`src/rtl/serial_add_ctrl.sv`:
```
// Bit-serial adder/subtractor: one full adder stepped over WIDTH cycles, LSB first,
// with a start/done handshake. Subtraction is a + ~b + 1, so co=1 means "no borrow".

module add1 (
  input  logic a,
  input  logic b,
  input  logic ci,
  output logic s,
  output logic co
);
  assign s  = a ^ b ^ ci;
  assign co = (a & b) | (ci & (a ^ b));
endmodule

module serial_add_ctrl #(
  parameter int WIDTH = 8
) (
  input  logic             clk,
  input  logic             rst,
  input  logic             start,
  input  logic             sub,
  input  logic [WIDTH-1:0] a,
  input  logic [WIDTH-1:0] b,
  input  logic             ci,
  output logic             busy,
  output logic             done,
  output logic [WIDTH-1:0] s,
  output logic             co
);
  localparam int CW = (WIDTH > 1) ? $clog2(WIDTH) : 1;
  localparam logic [CW-1:0] LAST_CNT = CW'(WIDTH - 1);

  localparam logic [1:0] IDLE = 2'd0;
  localparam logic [1:0] RUN  = 2'd1;
  localparam logic [1:0] DONE = 2'd2;

  logic [1:0]       state;
  logic [WIDTH-1:0] op_a;
  logic [WIDTH-1:0] op_b;
  logic [WIDTH-1:0] acc;
  logic [WIDTH-1:0] acc_next;
  logic             cy;
  logic [CW-1:0]    cnt;
  logic             sum_bit;
  logic             carry_bit;

  add1 u_add1 (
    .a  (op_a[0]),
    .b  (op_b[0]),
    .ci (cy),
    .s  (sum_bit),
    .co (carry_bit)
  );

  // The new sum bit enters at the MSB so after WIDTH shifts bit 0 sits at the LSB.
  always_comb begin
    acc_next            = acc >> 1;
    acc_next[WIDTH-1]   = sum_bit;
  end

  always_ff @(posedge clk) begin
    if (rst) begin
      state <= IDLE;
      op_a  <= '0;
      op_b  <= '0;
      acc   <= '0;
      cy    <= 1'b0;
      cnt   <= '0;
      s     <= '0;
      co    <= 1'b0;
    end else begin
      case (state)
        IDLE: begin
          if (start) begin
            op_a  <= a;
            op_b  <= sub ? ~b : b;
            cy    <= sub | ci;
            cnt   <= '0;
            state <= RUN;
          end
        end
        RUN: begin
          op_a <= op_a >> 1;
          op_b <= op_b >> 1;
          acc  <= acc_next;
          cy   <= carry_bit;
          cnt  <= cnt + CW'(1);
          // Results publish only here, so s/co hold the previous answer throughout RUN.
          if (cnt == LAST_CNT) begin
            s     <= acc_next;
            co    <= carry_bit;
            state <= DONE;
          end
        end
        DONE:    state <= IDLE;
        default: state <= IDLE;
      endcase
    end
  end

  assign busy = (state == RUN);
  assign done = (state == DONE);

endmodule

```
`config.mk`:
```
export PLATFORM = sky130hd
export DESIGN_NAME = serial_add_ctrl
export DESIGN_NICKNAME = d
export VERILOG_FILES = /design/src/rtl/serial_add_ctrl.sv
export SDC_FILE = /design/constraint.sdc
export NUM_CORES = 1
export LEC_CHECK = 0
export BUFFER_PORTS_ARGS = -buffer_cell sky130_fd_sc_hd__buf_2
export CAP_MARGIN = 20
export CORE_MARGIN = 2
export CORE_UTILIZATION = 45
export CTS_BUF_LIST = sky130_fd_sc_hd__clkbuf_4
export DETAILED_ROUTE_END_ITERATION = 12
export GPL_ROUTABILITY_DRIVEN = 0
export PLACE_DENSITY = 0.67
export SETUP_SLACK_MARGIN = 0.05
export SLEW_MARGIN = 30
export SYNTH_ARGS = -nofsm -noshare
export SYNTH_HDL_FRONTEND = slang
export SYNTH_HIERARCHICAL = 1
export SYNTH_SLANG_ARGS = --single-unit
```
`constraint.sdc`:
```
create_clock -name clk -period 1.6 [get_ports clk]
set_input_delay 0.08 -clock clk [delete_from_list [all_inputs] [get_ports clk]]
set_output_delay 0.08 -clock clk [all_outputs]
set_load 0.02 [all_outputs]
```
==> impl_results.md <==
* Core area at 3390 sq um
* Register area at roughly 760 sq um
* Post-synth top area share at 47.1%
* DRC viols at 0
* Dominant cell type by area after synthesis: dfxtp_1
* Vias at roughly 1,300
* Crit path DAT at approximately 1.3 ns
* Max Slew Vio Count at 0
* Post-DP HPWL at around 2200 microns
* Std cell rows at 21
* DRT antenna net count at 0
* Ys flop type: dfxtp_1
* Gr ovfl total at 0
* H-Tree Depth at 2
* WL final at 3080 microns
* Worst-Skew Late Latency at 0.34 ns
* Slew HR at about two thirds
* Post-Syn Area at 1620 sq um
* Net Sw Frac at 26.1%
* Critical path's largest stage delay at 0.38 ns
* Placed cells at 246
* Crit Path Category: flop to output pin
* Top-level I/O count at 32
* Vias in the first global route at 1,277
* Psw at about 0.45 mW
* Layout cells sized above 1 at 25.4%
* WL/cell at 12.1 microns
* Reg power frac at 59.4%
* Min Clock Period, post-route at 1.41 ns
* Period Utilization, post-route at 87.9%
* Achievable Freq at 711 MHz
* Met3 Use GR at 4.23%
* Maximum VDD drop at roughly 0.00049 V
* Port buffer count at 31
* Synth Instances at about 180
* Req. time, crit path at roughly 1.5 ns
* Final setup fails at 0
* Clk slew on worst S/H paths at 0.10 ns
* Most used routing layer: met2
* Max Root-Sink Buffers at 2
* P_leak at 0.727 nW
* Syn-to-layout area delta at 14.4%
* Die Height at 63.9 microns
* First-pass DRT Iterations at 4
* Syn avg cell area at 9.08 sq um
* Unrepaired setup endpoints after global routing: false
* Top-count cell post-synth: dfxtp_1
* Synth top area cells: dfxtp_1, nand2_1, nor2_1
* Largest fanout on the critical path at 26
* Mapped Nets at 202
* Synthesis Warnings at 6
* Clock root buffer: clkbuf_4
* Crit. End Element: output pin
* Met1 Use GR at 19.8%
* GRT Resource Usage Total at 17.4%
* Non-Filler Instances at 255
* Yosys cell types at 31
* Setup crit start kind: flop
* Initial antenna violation count at 0
* Worst slew pin tran at 0.487 ns
* Max-Cap Viols at 0
* Largest net degree at the start of global routing at 27
* Cell area power density at 933 nW/um^2
* Post-synth EDFFs at 0
* Seq cells post-synth at 38
* TritonCTS clock tree: yes
* GRT met2 Usage at a little under a third
* # Post-CTS Setup Buffers at 0
* Crit-path cells: nand2b_1, inv_6, buf_2
* Pint at ~1.3 mW
* Total die area at 4090 sq um
* Clock Sinks at 38
* Drt first-iter violations at between 50 and 60
* Vias per cell at 5.24
* Commonest cells post-synth: dfxtp_1, nand2_1, nor2_1
* Die width at ~64 microns
* First-pass GRT wire length at 5550 microns
* Gate power share at 13.1%
* Seq/Total Area, Yosys at 47.1%
* Multi-input gate area at approximately 760 sq um
* N_diodes at 0
* Status: complete, no violations
* Fillcell total at 319
* Type of the tightest min-delay check: primary input to flop
* Async S/R FF share, synth at 0%
* CTS Buf Count at 5
* Final Hold Vio Count at 0
* Initial Utilization at ~48%
* Clock Power Share at 27.5%
* Setup TNS at 0 ns
* Fin nets at 232
* CP max-delay cell: dfxtp_2
* Layout Skew at 0.0107 ns
[power by group through the flow]
stage	logic, mW	registers [mW]	clock network [mW]
floorplan	0.183	1.04	0
global placement	0.219	1.04	0
detailed placement	0.226	1.05	0
CTS	0.228	1.03	0.496
global route	0.259	1.03	0.551
finish	0.226	1.03	0.474
[placed cells by master (no fill, tap or decap), types with 2 or more instances in the layout]
master / count
dfxtp_2: 2
nor2_1: 22
a211oi_1: 8
nand2_1: 22
buf_4: 4
buf_2: 31
clkbuf_4: 6
xnor2_1: 7
o21ai_0: 2
nand3_1: 8
o2bb2ai_1: 6
nand2b_1: 3
dfxtp_1: 36
a22oi_1: 10
o22ai_1: 8
ha_1: 2
a21oi_1: 15
[worst max-delay path: cells and delay by family (launching register included)]
| family | cells | cell delay (ns) |
|---|---|---|
| buffers and inverters | 2 | 0.39 |
| flip-flops | 1 | 0.38 |
| AND/OR/NAND/NOR | 1 | 0.22 |
[state kept, by name, indices dropped and copies added, names as in the netlist]
name	flops
op_a	8
cnt	3
acc	7
s	8
cy	1
op_b	8
co	1
state	2
[stage by stage]
stage | hold WS (ns) | setup slack (ns) | util (%) | instance area [sq um] | power [mW]
3_3_place_gp | 0.330 | 0.227 | 52.4 | 1780 | 1.26
4_1_cts | 0.0110 | 0.0578 | 54.3 | 1840 | 1.75
6_report | 0.0313 | 0.193 | 54.6 | 1850 | 1.73
2_1_floorplan | 0.228 | 0.241 | - | 1620 | 1.22
5_1_grt | 0.0264 | 0.0971 | 54.6 | 1850 | 1.84
3_5_place_dp | 0.327 | 0.0871 | 52.4 | 1780 | 1.27
[cell type report]
cell class                      instances  area share, %
Tap cell                               46           3.11
Multi-Input combinational cell        124           41.1
Inverter                                3           1.08
Timing Repair Buffer                   36           10.6
Sequential cell                        38           41.3
Clock inverter                          2          0.474
Clock buffer                            6           2.44
[path summary, 6_finish.rpt]
kind | start | endpoint | slack, ns | depth (start not counted)
min reg2reg | s[1] | s[1] | 0.46 | 2
max | state[1] | busy | 0.19 | 3
max reg2reg | cnt[0] | co | 0.24 | 5
min | b[2] | op_b[2] | 0.03 | 3
[cell families (layout without fill, tap and decap cells)]
kind of cell	after synthesis	after routing	synth area share (%)
muxes	1	1	0.619
DFF	38	38	47.1
xor gates and xnor gates	8	8	4.33
AOI/OAI and AO/OA	53	53	22.6
and+or+nand+nor	59	59	16.4
buffers and inverters	16	47	6.19
adders and majority gates	3	3	2.79
[metal layers]
layer / share of wire [%] / routed length [microns]
met4: 1.0 / 31
met2: 48 / 1480
met5: 0 / 0
met3: 4.6 / 142
met1: 46 / 1420
[what timing repair did]
item	4_1_cts	5_1_grt
gates resized for setup	0	4
setup endpoints to repair	0	13
endpoints found under the hold margin	1	0
hold buffers	1	0
Power figures use the tool's default switching activity.
